**config.mk**
```make
export PLATFORM = sky130hd
export DESIGN_NAME = mem_port_arbiter
export DESIGN_NICKNAME = d
export VERILOG_FILES = /design/src/rtl/mem_arb_pkg.sv /design/src/rtl/rr_pick2.sv /design/src/rtl/mem_port_arbiter.sv
export SDC_FILE = /design/constraint.sdc
export NUM_CORES = 1
export LEC_CHECK = 0
export BUFFER_PORTS_ARGS = -buffer_cell sky130_fd_sc_hd__buf_2
export CORE_MARGIN = 3
export CORE_UTILIZATION = 42
export DETAILED_ROUTE_END_ITERATION = 6
export MAX_ROUTING_LAYER = met4
export PLACE_DENSITY = 0.82
export SYNTH_ARGS = -nofsm -noshare
export SYNTH_HDL_FRONTEND = slang
export SYNTH_SLANG_ARGS = --single-unit
```
**constraint.sdc**
```tcl
create_clock -name clk -period 4.28 [get_ports clk]
set_clock_uncertainty 0.2 [all_clocks]
set_input_delay 0.428 -clock clk [delete_from_list [all_inputs] [get_ports clk]]
set_output_delay 0.428 -clock clk [all_outputs]
set_load 0.02 [all_outputs]
```
**src/rtl/mem_arb_pkg.sv**
```systemverilog
// Shared types and constants for the unified memory port arbiter.
// State encoding, grant indices and read-latency bounds.
package mem_arb_pkg;

  typedef enum logic [1:0] {
    IDLE   = 2'd0,
    ACCESS = 2'd1,
    RESP   = 2'd2
  } state_e;

  localparam logic GNT_CPU = 1'b0;
  localparam logic GNT_LDR = 1'b1;

  localparam int RD_LAT_MIN = 1;
  localparam int RD_LAT_MAX = 8;
  localparam int CNT_W      = $clog2(RD_LAT_MAX);

endpackage

```
**src/rtl/rr_pick2.sv**
```systemverilog
// Two-way round-robin picker: a lone requester wins, a tie goes
// to the side that was not granted last.
module rr_pick2
  import mem_arb_pkg::*;
(
  input  logic [1:0] req_i,
  input  logic       last_grant_i,
  output logic       winner_o,
  output logic       any_o
);

  assign any_o = |req_i;

  always_comb begin
    winner_o = GNT_CPU;
    unique case (1'b1)
      (req_i == 2'b11): winner_o = ~last_grant_i;
      (req_i == 2'b10): winner_o = GNT_LDR;
      default:          winner_o = GNT_CPU;
    endcase
  end

endmodule

```
**src/rtl/mem_port_arbiter.sv**
```systemverilog
// Arbiter/sequencer for the shared instruction/data memory port:
// one access in flight, single write strobe, registered ready.
module mem_port_arbiter
  import mem_arb_pkg::*;
#(
  parameter int AW     = 32,
  parameter int DW     = 32,
  parameter int RD_LAT = 1
) (
  input  logic          clk,
  input  logic          reset,
  input  logic          m0_req,
  input  logic          m0_we,
  input  logic [AW-1:0] m0_adr,
  input  logic [DW-1:0] m0_wdata,
  output logic          m0_ready,
  output logic [DW-1:0] m0_rdata,
  input  logic          m1_req,
  input  logic          m1_we,
  input  logic [AW-1:0] m1_adr,
  input  logic [DW-1:0] m1_wdata,
  output logic          m1_ready,
  output logic [DW-1:0] m1_rdata,
  output logic [AW-1:0] mem_adr,
  output logic [DW-1:0] mem_wdata,
  output logic          mem_memwrite,
  input  logic [DW-1:0] mem_readdata
);

  localparam logic [CNT_W-1:0] CNT_LAST =
    CNT_W'(RD_LAT - 1);

  state_e           state_q;
  logic [CNT_W-1:0] cnt_q;
  logic             gnt_q;
  logic             we_q;
  logic             last_q;
  logic [AW-1:0]    adr_q;
  logic [DW-1:0]    wdata_q;
  logic [DW-1:0]    rdata0_q;
  logic [DW-1:0]    rdata1_q;
  logic [1:0]       ready_q;
  logic             winner;
  logic             any_req;

  rr_pick2 u_pick (
    .req_i        ({m1_req, m0_req}),
    .last_grant_i (last_q),
    .winner_o     (winner),
    .any_o        (any_req)
  );

  always_ff @(posedge clk or posedge reset) begin
    if (reset) begin
      state_q  <= IDLE;
      cnt_q    <= '0;
      gnt_q    <= GNT_CPU;
      we_q     <= 1'b0;
      last_q   <= GNT_LDR;
      adr_q    <= '0;
      wdata_q  <= '0;
      rdata0_q <= '0;
      rdata1_q <= '0;
      ready_q  <= '0;
    end else begin
      unique case (state_q)
        IDLE: begin
          if (any_req) begin
            gnt_q   <= winner;
            we_q    <= winner ? m1_we : m0_we;
            adr_q   <= winner ? m1_adr : m0_adr;
            wdata_q <= winner ? m1_wdata : m0_wdata;
            cnt_q   <= '0;
            state_q <= ACCESS;
          end
        end
        ACCESS: begin
          cnt_q <= cnt_q + CNT_W'(1);
          if (we_q || cnt_q == CNT_LAST) begin
            if (!we_q && gnt_q == GNT_LDR)
              rdata1_q <= mem_readdata;
            if (!we_q && gnt_q == GNT_CPU)
              rdata0_q <= mem_readdata;
            ready_q <= gnt_q ? 2'b10 : 2'b01;
            state_q <= RESP;
          end
        end
        RESP: begin
          ready_q <= '0;
          last_q  <= gnt_q;
          state_q <= IDLE;
        end
        default: state_q <= IDLE;
      endcase
    end
  end

  // Strobe only in the first ACCESS cycle; reset kills it at once.
  assign mem_memwrite = (state_q == ACCESS) && we_q
                        && (cnt_q == '0);
  assign mem_adr   = adr_q;
  assign mem_wdata = wdata_q;
  assign m0_ready  = ready_q[0];
  assign m1_ready  = ready_q[1];
  assign m0_rdata  = rdata0_q;
  assign m1_rdata  = rdata1_q;

endmodule

```
Word level (Yosys, flattened, before mapping):

Index checks and enable logic that the tools add are counted.

* register bits: 138
* input port bits: 166
* output and inout bits: 131
* logic and storage cells: 48

* $add $sub $neg: 1
* equal/unequal tests: 6
* muxes and demuxes: 12
* bitwise gates (word level): 2
* reductions and logical operators: 17

Operators with widths (number)
* 2-to-1 mux 32 bit: 2
* 2-to-1 mux 2 bit: 4
* case mux 2 bit (2 select lines): 2
* AND reduction 2 bit: 4
* equality test 2 bit (second input constant): 3
* case mux 3 bit (2 select lines): 1
* AND reduction 3 bit: 2
* logical AND 1 bit: 4
* inequality test 2 bit (second input constant): 2
* nonzero test 2 bit: 2
* adder 3 x 1 -> 3 bit (second input constant): 1
* zero test 3 bit: 1
* 2-to-1 mux 3 bit: 1
* equality test 2 x 1 -> 1 bit (second input constant): 1
* zero test 2 bit: 1
* inverter 1 bit: 2
* case mux 1 bit (2 select lines): 1
* OR reduction 2 bit: 1
* zero test 1 bit: 1
* logical OR 1 bit: 1
* 2-to-1 mux 1 bit: 1

Longest topological paths before layout:

* depth in word-level cells: 4
* depth in mapped cells: 7
* depth with buffers taken out: 5

By module:

From an unflattened synthesis, not the netlist that was laid out.

* cells, all modules: 464
* area total of the unflattened synthesis: 5814.3 µm²

By module, submodules not included
* mem_port_arbiter: times used 1, cells each 462, area an instance 5800.6 µm², seq. area each 3454.6 µm²
* rr_pick2: times used 1, cells each 2, area an instance 13.8 µm², seq. area each 0.0 µm²

Least setup slack after synthesis:

Ideal clock, no wire load.

* path kind: register to register
* start point: register cnt_q[0]
* end point: register rdata1_q[26] (netlist: m1_rdata[26])
* library setup time: 0.125 ns
* arrival time: 1.604 ns
* data required time: 3.955 ns
* slack: 2.351 ns
* stages on the path, launching flop included: 8
* path buffers: 2
* period minus slack after synthesis: 1.929 ns
* cell sequence: dfrtp_1 -> inv_1 -> ha_1 -> nor2b_1 -> and4b_1 -> buf_6 -> buf_6 -> mux2_2

* cells in the longest elaborated chain, start to end: 3

RTL lines
* from (decl): RTL line mem_port_arbiter.sv:34 `logic [CNT_W-1:0] cnt_q;`
* from (signal assigned): RTL line mem_port_arbiter.sv:78 `cnt_q <= cnt_q + CNT_W'(1);`
* zero test 3 bit: RTL line mem_port_arbiter.sv:79 `if (we_q || cnt_q == CNT_LAST) begin`
* logical OR 1 bit: RTL line mem_port_arbiter.sv:79
* AND reduction 3 bit (no source line)
* to (signal assigned): RTL line mem_port_arbiter.sv:81 `rdata1_q <= mem_readdata;`
* to (decl): RTL line mem_port_arbiter.sv:41 `logic [DW-1:0] rdata1_q;`

No other way between the ends.
A chain may end at the register's enable or synchronous reset.

Worst setup path in the final report:

* start point: register cnt_q[0]
* end point: output port mem_memwrite

* cells in the longest elaborated chain, start to end: 2

RTL lines
* zero test 3 bit: RTL line mem_port_arbiter.sv:100 `&& (cnt_q == '0);`
* logical AND 1 bit: RTL line mem_port_arbiter.sv:100
* to (decl): RTL line mem_port_arbiter.sv:26 `output logic mem_memwrite,`

No other way between the ends.

==> impl_metrics.sql <==
INSERT INTO impl_metrics (metric_group, metric, value, unit) VALUES
('run_status', 'run_status', 'completed', ''),
('synthesis', 'synthCells', '389', ''),
('sta', 'worst_slew_margin_rel', '25.4', '%'),
('final_layout', 'num_antenna_cells', '0', ''),
('sta', 'final_worst_slack', '1.94', 'ns'),
('global_route', 'grt_start_max_net_pins', '88', ''),
('clocking', 'hold_buffers', '0', ''),
('critical_path', 'cp-end-kind', 'primary output', ''),
('synthesis', 'leading_post_synthesis_cells_by_instance_count', '137 x sky130_fd_sc_hd__dfrtp_1, 113 x sky130_fd_sc_hd__mux2_2, 80 x sky130_fd_sc_hd__mux2_4', ''),
('sta', 'finalWorstPathRequiredPeriod', '2.34', 'ns'),
('sta', 'layout_worst_path_cycle_share', '54.6', '%'),
('critical_path', 'r2r_start', 'cnt_q[0]', ''),
('critical_path', 'crit_path_cell_trace', 'inv_1 > ha_1 > nor2b_1 > and3_1 > buf_2', ''),
('clocking', 'clockBufferDepth', '2', ''),
('sta', 'hold_violations', '0', ''),
('synthesis', 'postSynthAreaPerCell', '16.3', 'sq um'),
('global_route', 'overall_global_routing_usage', '18.8', '%'),
('route', 'drtIter0Drc', '93', ''),
('place', 'detailedPlacementHpwl', '11.5', 'mm'),
('critical_path', 'timing.critical_path.buf_inv', '2', ''),
('global_route', 'grt_overflow', '0', ''),
('route', 'postRouteWirelength', '15.4', 'mm'),
('floorplan', 'fp-row-count', '44', ''),
('floorplan', 'initial_utilization', '43.3', '%'),
('sta', 'holdWs', '0.0571', 'ns'),
('clocking', 'post_cts_resized', '0', ''),
('clocking', 'cts.repair_timing.setup_buffer_count', '0', ''),
('synthesis', 'ys_types', '26', ''),
('final_layout', 'final_instance_area', '0.00857', 'sq mm'),
('route', 'ant_nets', '0', ''),
('sta', 'grt_setup_unrepaired', 'no', ''),
('worst_hold_path', 'worst_hold_path.num_cells', '2', ''),
('synthesis', 'share_of_the_synthesized_area_in_the_top_cell_type', '54.1', '%'),
('route', 'route.detailed.drc', '0', ''),
('clocking', 'clock_insertion_delay_worst_skew', '0.41', 'ns'),
('sta', 'final-max-slew-violation-count', '0', ''),
('synthesis', 'postSynthNetCount', '557', ''),
('clocking', 'h-tree-depth', '4', ''),
('synthesis', 'dominant_synthesized_flop_cell', 'sky130_fd_sc_hd__dfrtp_1', ''),
('critical_path', 'r2r_cells', '6', ''),
('synthesis', 'postSynth.asyncResetShare', '100', '%'),
('critical_path', 'worstPathArrival', '1.71', 'ns'),
('critical_path', 'start_kind', 'flip-flop', ''),
('critical_path', 'cp.required', '3.65', 'ns'),
('critical_path', 'r2r-end', 'm1_rdata[28]', ''),
('clocking', 'ctsRootBufferMaster', 'sky130_fd_sc_hd__clkbuf_16', ''),
('synthesis', 'synth_top_cell_by_area', 'sky130_fd_sc_hd__dfrtp_1', ''),
('global_route', 'grt_first_pass_wirelength', '23.9', 'mm'),
('power', 'power.static_leakage', '0.00438', 'uW'),
('worst_hold_path', 'hold_start', 'mem_readdata[9]', ''),
('sta', 'tightestPinTransition', '1.12', 'ns'),
('synthesis', 'post_synth_instance_area', '0.00634', 'sq mm'),
('synthesis', 'cell_with_the_most_instances_after_synthesis', 'sky130_fd_sc_hd__dfrtp_1', ''),
('clocking', 'tritoncts', 'yes', ''),
('final_layout', 'drive_gt1_share', '75.9', '%'),
('global_route', 'first_global_vias', '4751', ''),
('sta', 'finalSetupTns', '0', 'ns'),
('critical_path', 'critical_path.slowest_cell', 'sky130_fd_sc_hd__dfrtp_1', ''),
('place', 'preCtsSetupSlack', '1.98', 'ns'),
('route', 'vias_per_cell', '4.91', ''),
('final_layout', 'final_cells', '885', ''),
('synthesis', 'number_of_flip_flops_and_latches_in_the_synthesized_netlist', '138', ''),
('sta', 'fmaxAchievable', '0.428', 'GHz'),
('worst_hold_path', 'worst_hold_path_type', 'in2reg', ''),
('floorplan', 'design.die.area', '0.0166', 'sq mm'),
('synthesis', 'synth-edff-count', '0', ''),
('route', 'detail_routed_net_length_per_standard_cell', '17.4', 'um'),
('route', 'first_pass_iters', '4', ''),
('run', 'drv.max_cap_violation_count', '0', ''),
('critical_path', 'cp_top_family', 'simple AND/OR/NAND/NOR gates', ''),
('clocking', 'numCtsBuffers', '17', '');
-- power by group --
group / leakage (uW) / total [uW] / switching [uW] / internal, uW
sequential: 0.00164 / 2340 / 368 / 1970
combinational: 0.00244 / 3110 / 1660 / 1450
clock: 0.000295 / 1490 / 607 / 882
-- how the worst max path moves through the flow --
| stage | slack (ns) | cells past startpoint | from | end |
|---|---|---|---|---|
| after detailed placement | 1.98 | 6 | cnt_q[0] | m1_rdata[14] |
| after global routing | 1.82 | 5 | cnt_q[0] | mem_memwrite |
| after global placement | 2.12 | 6 | cnt_q[0] | m1_rdata[24] |
| after floorplan | 1.93 | 1 | reset | cnt_q[0] |
| after CTS | 1.92 | 5 | cnt_q[0] | mem_memwrite |
| final | 1.94 | 5 | cnt_q[0] | mem_memwrite |
-- through the flow --
step / util, % / total power [uW]
after floorplan: - / 4470
after global placement: 54.4 / 5360
after detailed placement: 54.4 / 5490
after CTS: 58.5 / 7010
after global routing: 58.5 / 7300
final: 58.5 / 6940
-- worst reg2reg max path, stage by stage, from the launching register on --
cell,delay [ns]
sky130_fd_sc_hd__dfrtp_1,0.40
sky130_fd_sc_hd__inv_1,0.09
sky130_fd_sc_hd__ha_1,0.14
sky130_fd_sc_hd__nor2b_1,0.28
sky130_fd_sc_hd__and4b_1,0.25
sky130_fd_sc_hd__buf_4,0.43
sky130_fd_sc_hd__mux2_2,0.41
-- state kept, by name, indices dropped and copies added (netlist names) --
| register | cells |
|---|---|
| m0_rdata | 32 |
| m1_rdata | 32 |
| mem_adr | 32 |
| mem_wdata | 32 |
| cnt_q | 3 |
| ready_q | 2 |
| state_q | 2 |
| gnt_q | 1 |
| last_q | 1 |
| we_q | 1 |
-- logic make-up (layout without fill, tap and decap cells) --
logic type | after synthesis | in the layout | share of synthesized area, %
xor gates and xnor gates | 1 | 1 | 0.138
adders and majority gates | 2 | 2 | 0.395
DFF | 138 | 138 | 54.5
AOI/OAI and AO/OA | 6 | 6 | 0.631
and+or+nand+nor | 18 | 18 | 1.68
buffers and inverters | 27 | 339 | 3.02
muxes | 197 | 197 | 39.7
-- area by class of cell --
| cell class | count | area [sq um] |
|---|---|---|
| timing repair buffer | 302 | 1550 |
| clock buffer | 17 | 425 |
| tap | 184 | 230 |
| inverter | 5 | 22.5 |
| sequential | 138 | 3450 |
| multi-input combinational | 224 | 2710 |
| clock inverter | 15 | 176 |
| fill | 1148 | 6080 |
-- layout by cell type (no fill, tap or decap), types with 3 or more instances in the layout --
cell type,count
sky130_fd_sc_hd__buf_2,296
sky130_fd_sc_hd__dfrtp_1,137
sky130_fd_sc_hd__mux2_2,113
sky130_fd_sc_hd__mux2_4,80
sky130_fd_sc_hd__clkbuf_16,17
sky130_fd_sc_hd__inv_6,6
sky130_fd_sc_hd__nand2_1,5
sky130_fd_sc_hd__nor2_1,4
sky130_fd_sc_hd__inv_1,4
sky130_fd_sc_hd__buf_4,4
sky130_fd_sc_hd__o21ai_0,3
sky130_fd_sc_hd__mux2i_1,3
sky130_fd_sc_hd__inv_8,3
-- metal layers --
metal	GRT usage [%]	part of all wire (%)
met5	-	0
met4	5.00	1.1
met3	4.57	4.3
met2	33.6	56
met1	21.0	39
(Power assumes the default switching activity.)
